## config.mk

```make
export PLATFORM = sky130hd
export DESIGN_NAME = pc_jump_unit_flat
export DESIGN_NICKNAME = d
export VERILOG_FILES = /design/src/rtl/pc_jump_unit_if.sv /design/src/rtl/pc_jump_unit.sv /design/src/flat_wrapper.sv
export SDC_FILE = /design/constraint.sdc
export NUM_CORES = 1
export LEC_CHECK = 0
export ABC_AREA = 1
export ABC_CLOCK_PERIOD_IN_PS = 1000
export CAP_MARGIN = 20
export CORE_UTILIZATION = 28
export DETAILED_ROUTE_END_ITERATION = 12
export PLACE_DENSITY = 0.82
export SETUP_SLACK_MARGIN = 0.1
export SYNTH_ARGS = -nofsm -noshare
export SYNTH_HDL_FRONTEND = slang
export SYNTH_SLANG_ARGS = --single-unit
```

## constraint.sdc

```tcl
create_clock -name clk -period 1 [get_ports clk]
set_clock_uncertainty 0.2 [all_clocks]
set_input_delay 0.15 -clock clk [delete_from_list [all_inputs] [get_ports clk]]
set_output_delay 0.15 -clock clk [all_outputs]
set_load 0.01 [all_outputs]
```

## src/rtl/pc_jump_unit_if.sv

```systemverilog
// pc_jump_unit_if: decoder <-> jump unit bundle carrying branch requests and the PC load port.
interface pc_jump_unit_if #(
  parameter int PC_WIDTH    = 8,
  parameter int STACK_DEPTH = 4
);
  localparam int DW = $clog2(STACK_DEPTH) + 1;
  logic [PC_WIDTH-1:0] pc;
  logic [PC_WIDTH-1:0] target;
  logic                jmp;
  logic                jz;
  logic                zero;
  logic                call;
  logic                ret;
  logic [PC_WIDTH-1:0] counteradress;
  logic                wr_en;
  logic [DW-1:0]       depth;
  logic                ovf;
  logic                unf;
  modport master (
    output pc, target, jmp, jz, zero, call, ret,
    input  counteradress, wr_en, depth, ovf, unf
  );
  modport slave (
    input  pc, target, jmp, jz, zero, call, ret,
    output counteradress, wr_en, depth, ovf, unf
  );
endinterface

```

## src/rtl/pc_jump_unit.sv

```systemverilog
// pc_jump_unit: registered jump/call/return writer for the program counter load port.
// Return stack, call and ret are compiled in only when PC_JUMP_CALL_STACK_EN is defined.
module pc_jump_unit #(
  parameter int PC_WIDTH    = 8,
  parameter int STACK_DEPTH = 4
) (
  input logic             clk,
  input logic             res_n,
  pc_jump_unit_if.slave   bus
);
  localparam int DW = $clog2(STACK_DEPTH) + 1;
  logic [PC_WIDTH-1:0] addr_q, addr_d;
  logic                wr_q, wr_d, br;
  assign bus.counteradress = addr_q;
  assign bus.wr_en         = wr_q;
`ifdef PC_JUMP_CALL_STACK_EN
  localparam int PW = $clog2(STACK_DEPTH);
  logic [PC_WIDTH-1:0] stack [STACK_DEPTH];
  logic [DW-1:0]       depth_q, depth_d;
  logic                ovf_q, ovf_d, unf_q, unf_d, push, pop;
  // depth doubles as the stack pointer: top entry lives at depth-1
  always_comb begin
    pop     = bus.ret && depth_q != '0;
    push    = !bus.ret && bus.call && depth_q != DW'(STACK_DEPTH);
    br      = !bus.ret && !bus.call && (bus.jmp || (bus.jz && bus.zero));
    wr_d    = pop || push || br;
    addr_d  = pop ? stack[PW'(depth_q - DW'(1))] : (push || br) ? bus.target : addr_q;
    depth_d = pop ? depth_q - DW'(1) : push ? depth_q + DW'(1) : depth_q;
    ovf_d   = ovf_q || (!bus.ret && bus.call && !push);
    unf_d   = unf_q || (bus.ret && !pop);
  end
  always_ff @(posedge clk)
    if (push) stack[PW'(depth_q)] <= bus.pc + PC_WIDTH'(1);
  always_ff @(posedge clk or negedge res_n)
    if (!res_n) begin
      depth_q <= '0;
      ovf_q   <= 1'b0;
      unf_q   <= 1'b0;
    end else begin
      depth_q <= depth_d;
      ovf_q   <= ovf_d;
      unf_q   <= unf_d;
    end
  assign bus.depth = depth_q;
  assign bus.ovf   = ovf_q;
  assign bus.unf   = unf_q;
`else
  always_comb begin
    br     = bus.jmp || (bus.jz && bus.zero);
    wr_d   = br;
    addr_d = br ? bus.target : addr_q;
  end
  assign bus.depth = DW'(0);
  assign bus.ovf   = 1'b0;
  assign bus.unf   = 1'b0;
`endif
  always_ff @(posedge clk or negedge res_n)
    if (!res_n) begin
      addr_q <= '0;
      wr_q   <= 1'b0;
    end else begin
      addr_q <= addr_d;
      wr_q   <= wr_d;
    end
endmodule

```

## src/flat_wrapper.sv

```systemverilog
// flat-port wrapper written by rule: the top's interface ports become plain ports
module pc_jump_unit_flat 
#(
  parameter int PC_WIDTH    = 8,
  parameter int STACK_DEPTH = 4
)
  (clk, res_n, bus_pc, bus_target, bus_jmp, bus_jz, bus_zero, bus_call, bus_ret, bus_counteradress, bus_wr_en, bus_depth, bus_ovf, bus_unf);
  pc_jump_unit_if #(.PC_WIDTH(PC_WIDTH), .STACK_DEPTH(STACK_DEPTH)) bus_i ();
  input logic clk;
  input logic res_n;
  input wire logic [$bits(bus_i.pc)-1:0] bus_pc;
  input wire logic [$bits(bus_i.target)-1:0] bus_target;
  input wire logic [$bits(bus_i.jmp)-1:0] bus_jmp;
  input wire logic [$bits(bus_i.jz)-1:0] bus_jz;
  input wire logic [$bits(bus_i.zero)-1:0] bus_zero;
  input wire logic [$bits(bus_i.call)-1:0] bus_call;
  input wire logic [$bits(bus_i.ret)-1:0] bus_ret;
  output wire logic [$bits(bus_i.counteradress)-1:0] bus_counteradress;
  output wire logic [$bits(bus_i.wr_en)-1:0] bus_wr_en;
  output wire logic [$bits(bus_i.depth)-1:0] bus_depth;
  output wire logic [$bits(bus_i.ovf)-1:0] bus_ovf;
  output wire logic [$bits(bus_i.unf)-1:0] bus_unf;
  assign bus_i.pc = bus_pc;
  assign bus_i.target = bus_target;
  assign bus_i.jmp = bus_jmp;
  assign bus_i.jz = bus_jz;
  assign bus_i.zero = bus_zero;
  assign bus_i.call = bus_call;
  assign bus_i.ret = bus_ret;
  assign bus_counteradress = bus_i.counteradress;
  assign bus_wr_en = bus_i.wr_en;
  assign bus_depth = bus_i.depth;
  assign bus_ovf = bus_i.ovf;
  assign bus_unf = bus_i.unf;
  pc_jump_unit #(.PC_WIDTH(PC_WIDTH), .STACK_DEPTH(STACK_DEPTH)) u_core (.clk(clk), .res_n(res_n), .bus(bus_i));
endmodule
```

==> flow_summary_export.csv <==
group,metric,value,unit
outcome,violations,"hold timing, setup timing",
clock_network,clk_latency,0.26,ns
logic_synthesis,synth_edf_count,0,
clock_network,clkTransAtPathRegs,0.06,ns
detailed_routing,wl_per_cell,10.4,µm
timing,slew_violations,0,
pwr,pwr-share-comb,0.264,
setup_path,worstPathArrival,0.79,ns
logic_synthesis,syn_area_per_cell,9.35,µm²
setup_path,critPathMaxFanout,2,
timing,final_hold_viol_count,9,
global_routing,grt_use_total,0.139,
setup_path,path_delay_family,"flip-flops",
logic_synthesis,syn_inst,42,
detailed_routing,drtAntennaViolNets,0,
logic_synthesis,synth_top_area_frac,0.573,
die,row_count,13,
global_routing,antenna_found_initial,0,
setup_path,critPathKind,"reg -> out",
die,pin_count,37,
logic_synthesis,synth_most_common_cell,"nand2_1",
logic_synthesis,synth_compound_area_frac,0,
global_routing,grt_max_degree,10,
timing,fin_tns_setup,-1.17,ns
logic_synthesis,ys_top_cells_by_count,"nand2_1 (16), dfrtp_1 (9), nand3_1 (8)",
finish,design_area,714,µm²
detailed_routing,top_layer,"met4",
setup_path,required,0.65,ns
clock_network,cts_tree,"yes",
clock_network,root_buffer,"clkbuf_4",
timing,hold_ws,-0.0324,ns
logic_synthesis,yosys_most_used_dff,"dfrtp_1",
global_routing,grt_pass1_wl,1410,µm
logic_synthesis,synthAdderAreaFrac,0,
timing,fmax,0.874,GHz
pwr,clockPowerShare,0.300,
clock_network,cts_sinks,9,
timing,setup_viol,10,
finish,drive_gt1_frac,0.442,
logic_synthesis,synth_top_family_by_area,"simple AND/OR/NAND/NOR gates",
pwr,p_switching,0.264,mW
pwr,peakVddDrop,0.000808,V
detailed_routing,drt-met1-wl,394,µm
detailed_routing,dr.pass1.iters,4,
placement,gp_congestion,0.695,
setup_path,worstSetupStartpointType,"flip-flop",
logic_synthesis,synth_top_area_cell,"dfrtp_1",
setup_path,worstPathCellList,"buf_2",
logic_synthesis,synth_mux_area_frac,0,
global_routing,gr-total-overflow,0,
setup_path,crit_buf_inv,1,
job,maxCapViolCount,0,
logic_synthesis,syn-cell-area,393,µm²
logic_synthesis,netlist_top_cells_area,"dfrtp_1 (57%), nand2_1 (15%), nand3_1 (10%)",
die,die_w,39.5,µm
timing,fin_ws,-0.144,ns
clock_network,htree_levels,1,
detailed_routing,drt-vias-per-instance,4.23,
pwr,total_power,0.954,mW
logic_synthesis,synthXorXnorAreaFrac,0,
finish,fillCellCount,133,
die,core_area,0.00130,mm²
finish,area_growth,81.8,%
timing,fin_crit,1.14,ns
detailed_routing,wl_met3,82,µm
logic_synthesis,synth.distinct_cells,7,
global_routing,grt_pass1_vias,369,
clock_network,numCtsBuffers,3,
logic_synthesis,synthSimpleGateAreaFrac,0.312,
detailed_routing,drt-initial-drc-count,10,
pwr,p_leak,0.375,nW
finish,utilization,0.549,
finish,nNetsFinal,101,
setup_path,critPathSlowestCell,"dfrtp_1",
timing,fin_crit_sh,1.14,
logic_synthesis,synthArstFlopShare,1.00,
clock_network,clock_path_buffers,2,
finish,n_antenna_cell,0,
die,fp.dieH,39.5,µm
setup_path,end_kind,"output port",
detailed_routing,vias,389,
logic_synthesis,ys_seq_elements,9,
die,dieArea,0.00156,mm²
detailed_routing,routed_wl,960,µm
logic_synthesis,synth_seq_area_share,0.573,
worst_hold_path,hold_class,"in -> async",
detailed_routing,dr_wl_met2,463,µm
pwr,p_sw_frac,0.277,
placement,port_buffers,21,
logic_synthesis,yosysWarningCount,0,
outcome,status,"complete, but fails checks",
pwr,p_per_area,1340,mW/mm²
placement,dpl-instance-area,629,µm²
setup_path,crit_path_max_incr_delay,0.39,ns
pwr,p_int,0.690,mW
pwr,seqPwrFrac,0.436,
timing,rsz0062_at_grt,"yes",
die,start_util,0.302,
detailed_routing,drc,0,
## layer usage
layer  GRT usage  vias to the layer above
met5           0                        -
met4      0.0517                        0
met3      0.0341                        2
met2       0.258                       18
met1       0.147                      177
li1            -                      192
## registers in the layout (all words and copies together) (netlist names)
register                  count
u_core.bus.wr_en              1
u_core.bus.counteradress      8
## worst paths after layout
check,slack (ns),endpoint,cells past startpoint,startpoint
max in group asynchronous,0.50,u_core.bus.counteradress[5],2,res_n
hold reg to reg,0.34,u_core.bus.counteradress[2],2,u_core.bus.counteradress[2]
min in group clk,0.18,u_core.bus.counteradress[3],4,bus_jmp
setup / recovery,-0.14,bus_counteradress[3],1,u_core.bus.counteradress[3]
hold / removal,-0.03,u_core.bus.counteradress[1],2,res_n
setup reg to reg,-0.02,u_core.bus.counteradress[1],4,u_core.bus.counteradress[1]
## repair_timing
| action | 4_1_cts | 5_1_grt |
|---|---|---|
| resized for setup | 47 | 5 |
| setup buffers | 7 | 2 |
| setup endpoints to repair | 18 | 16 |
| cloned | 2 | 0 |
| pin swaps | 7 | 3 |
| hold endpoints to repair | 9 | 9 |
## cell families after synthesis
| kind of cell | Yosys count |
|---|---|
| buf+inv | 6 |
| flops | 9 |
| other cells | 1 |
| simple gates | 26 |
## power by group through the flow
| stage | clock, mW | combinational (mW) | sequential, mW |
|---|---|---|---|
| after global routing | 0.312 | 0.277 | 0.418 |
| final | 0.286 | 0.252 | 0.416 |
| after detailed placement | 0 | 0.226 | 0.422 |
| after floorplan | 0 | 0.0695 | 0.438 |
| after global placement | 0 | 0.222 | 0.421 |
| after CTS | 0.281 | 0.241 | 0.413 |
## metrics by stage
stage / worst slack, ns / cells
after floorplan: 0.163 / 46
after global placement: -0.249 / 81
after detailed placement: -0.285 / 81
after CTS: -0.129 / 92
after global routing: -0.162 / 92
final: -0.144 / 92
## final cells by class
| cell class | instances | area, µm² | share of cell area |
|---|---|---|---|
| timing repair buffer | 30 | 250 | 0.350 |
| sequential | 9 | 225 | 0.315 |
| multi-input combinational | 32 | 185 | 0.259 |
| clock buffer | 4 | 26.3 | 0.0368 |
| tap | 15 | 18.8 | 0.0263 |
| timing repair inverter | 1 | 5.00 | 0.00701 |
| inverter | 1 | 3.75 | 0.00525 |
## placed cells by master (no fill, tap or decap)
cell type,n
inv_2,1
clkdlybuf4s50_1,9
nand2_4,2
buf_2,8
nand2_1,15
dfrtp_1,9
nand2_2,2
dlygate4sd2_1,3
buf_4,5
conb_1,5
clkinvlp_2,1
nand3_2,7
clkbuf_4,3
clkbuf_1,1
nand3_1,1
buf_6,5
## worst register-to-register path, cell delays in order (launching register included)
cell and delay, ns:
dfrtp_1 0.38, buf_4 0.13, buf_6 0.10, nand3_2 0.05
nand2_1 0.05
Note: power is estimated with default switching activity, not from simulation.
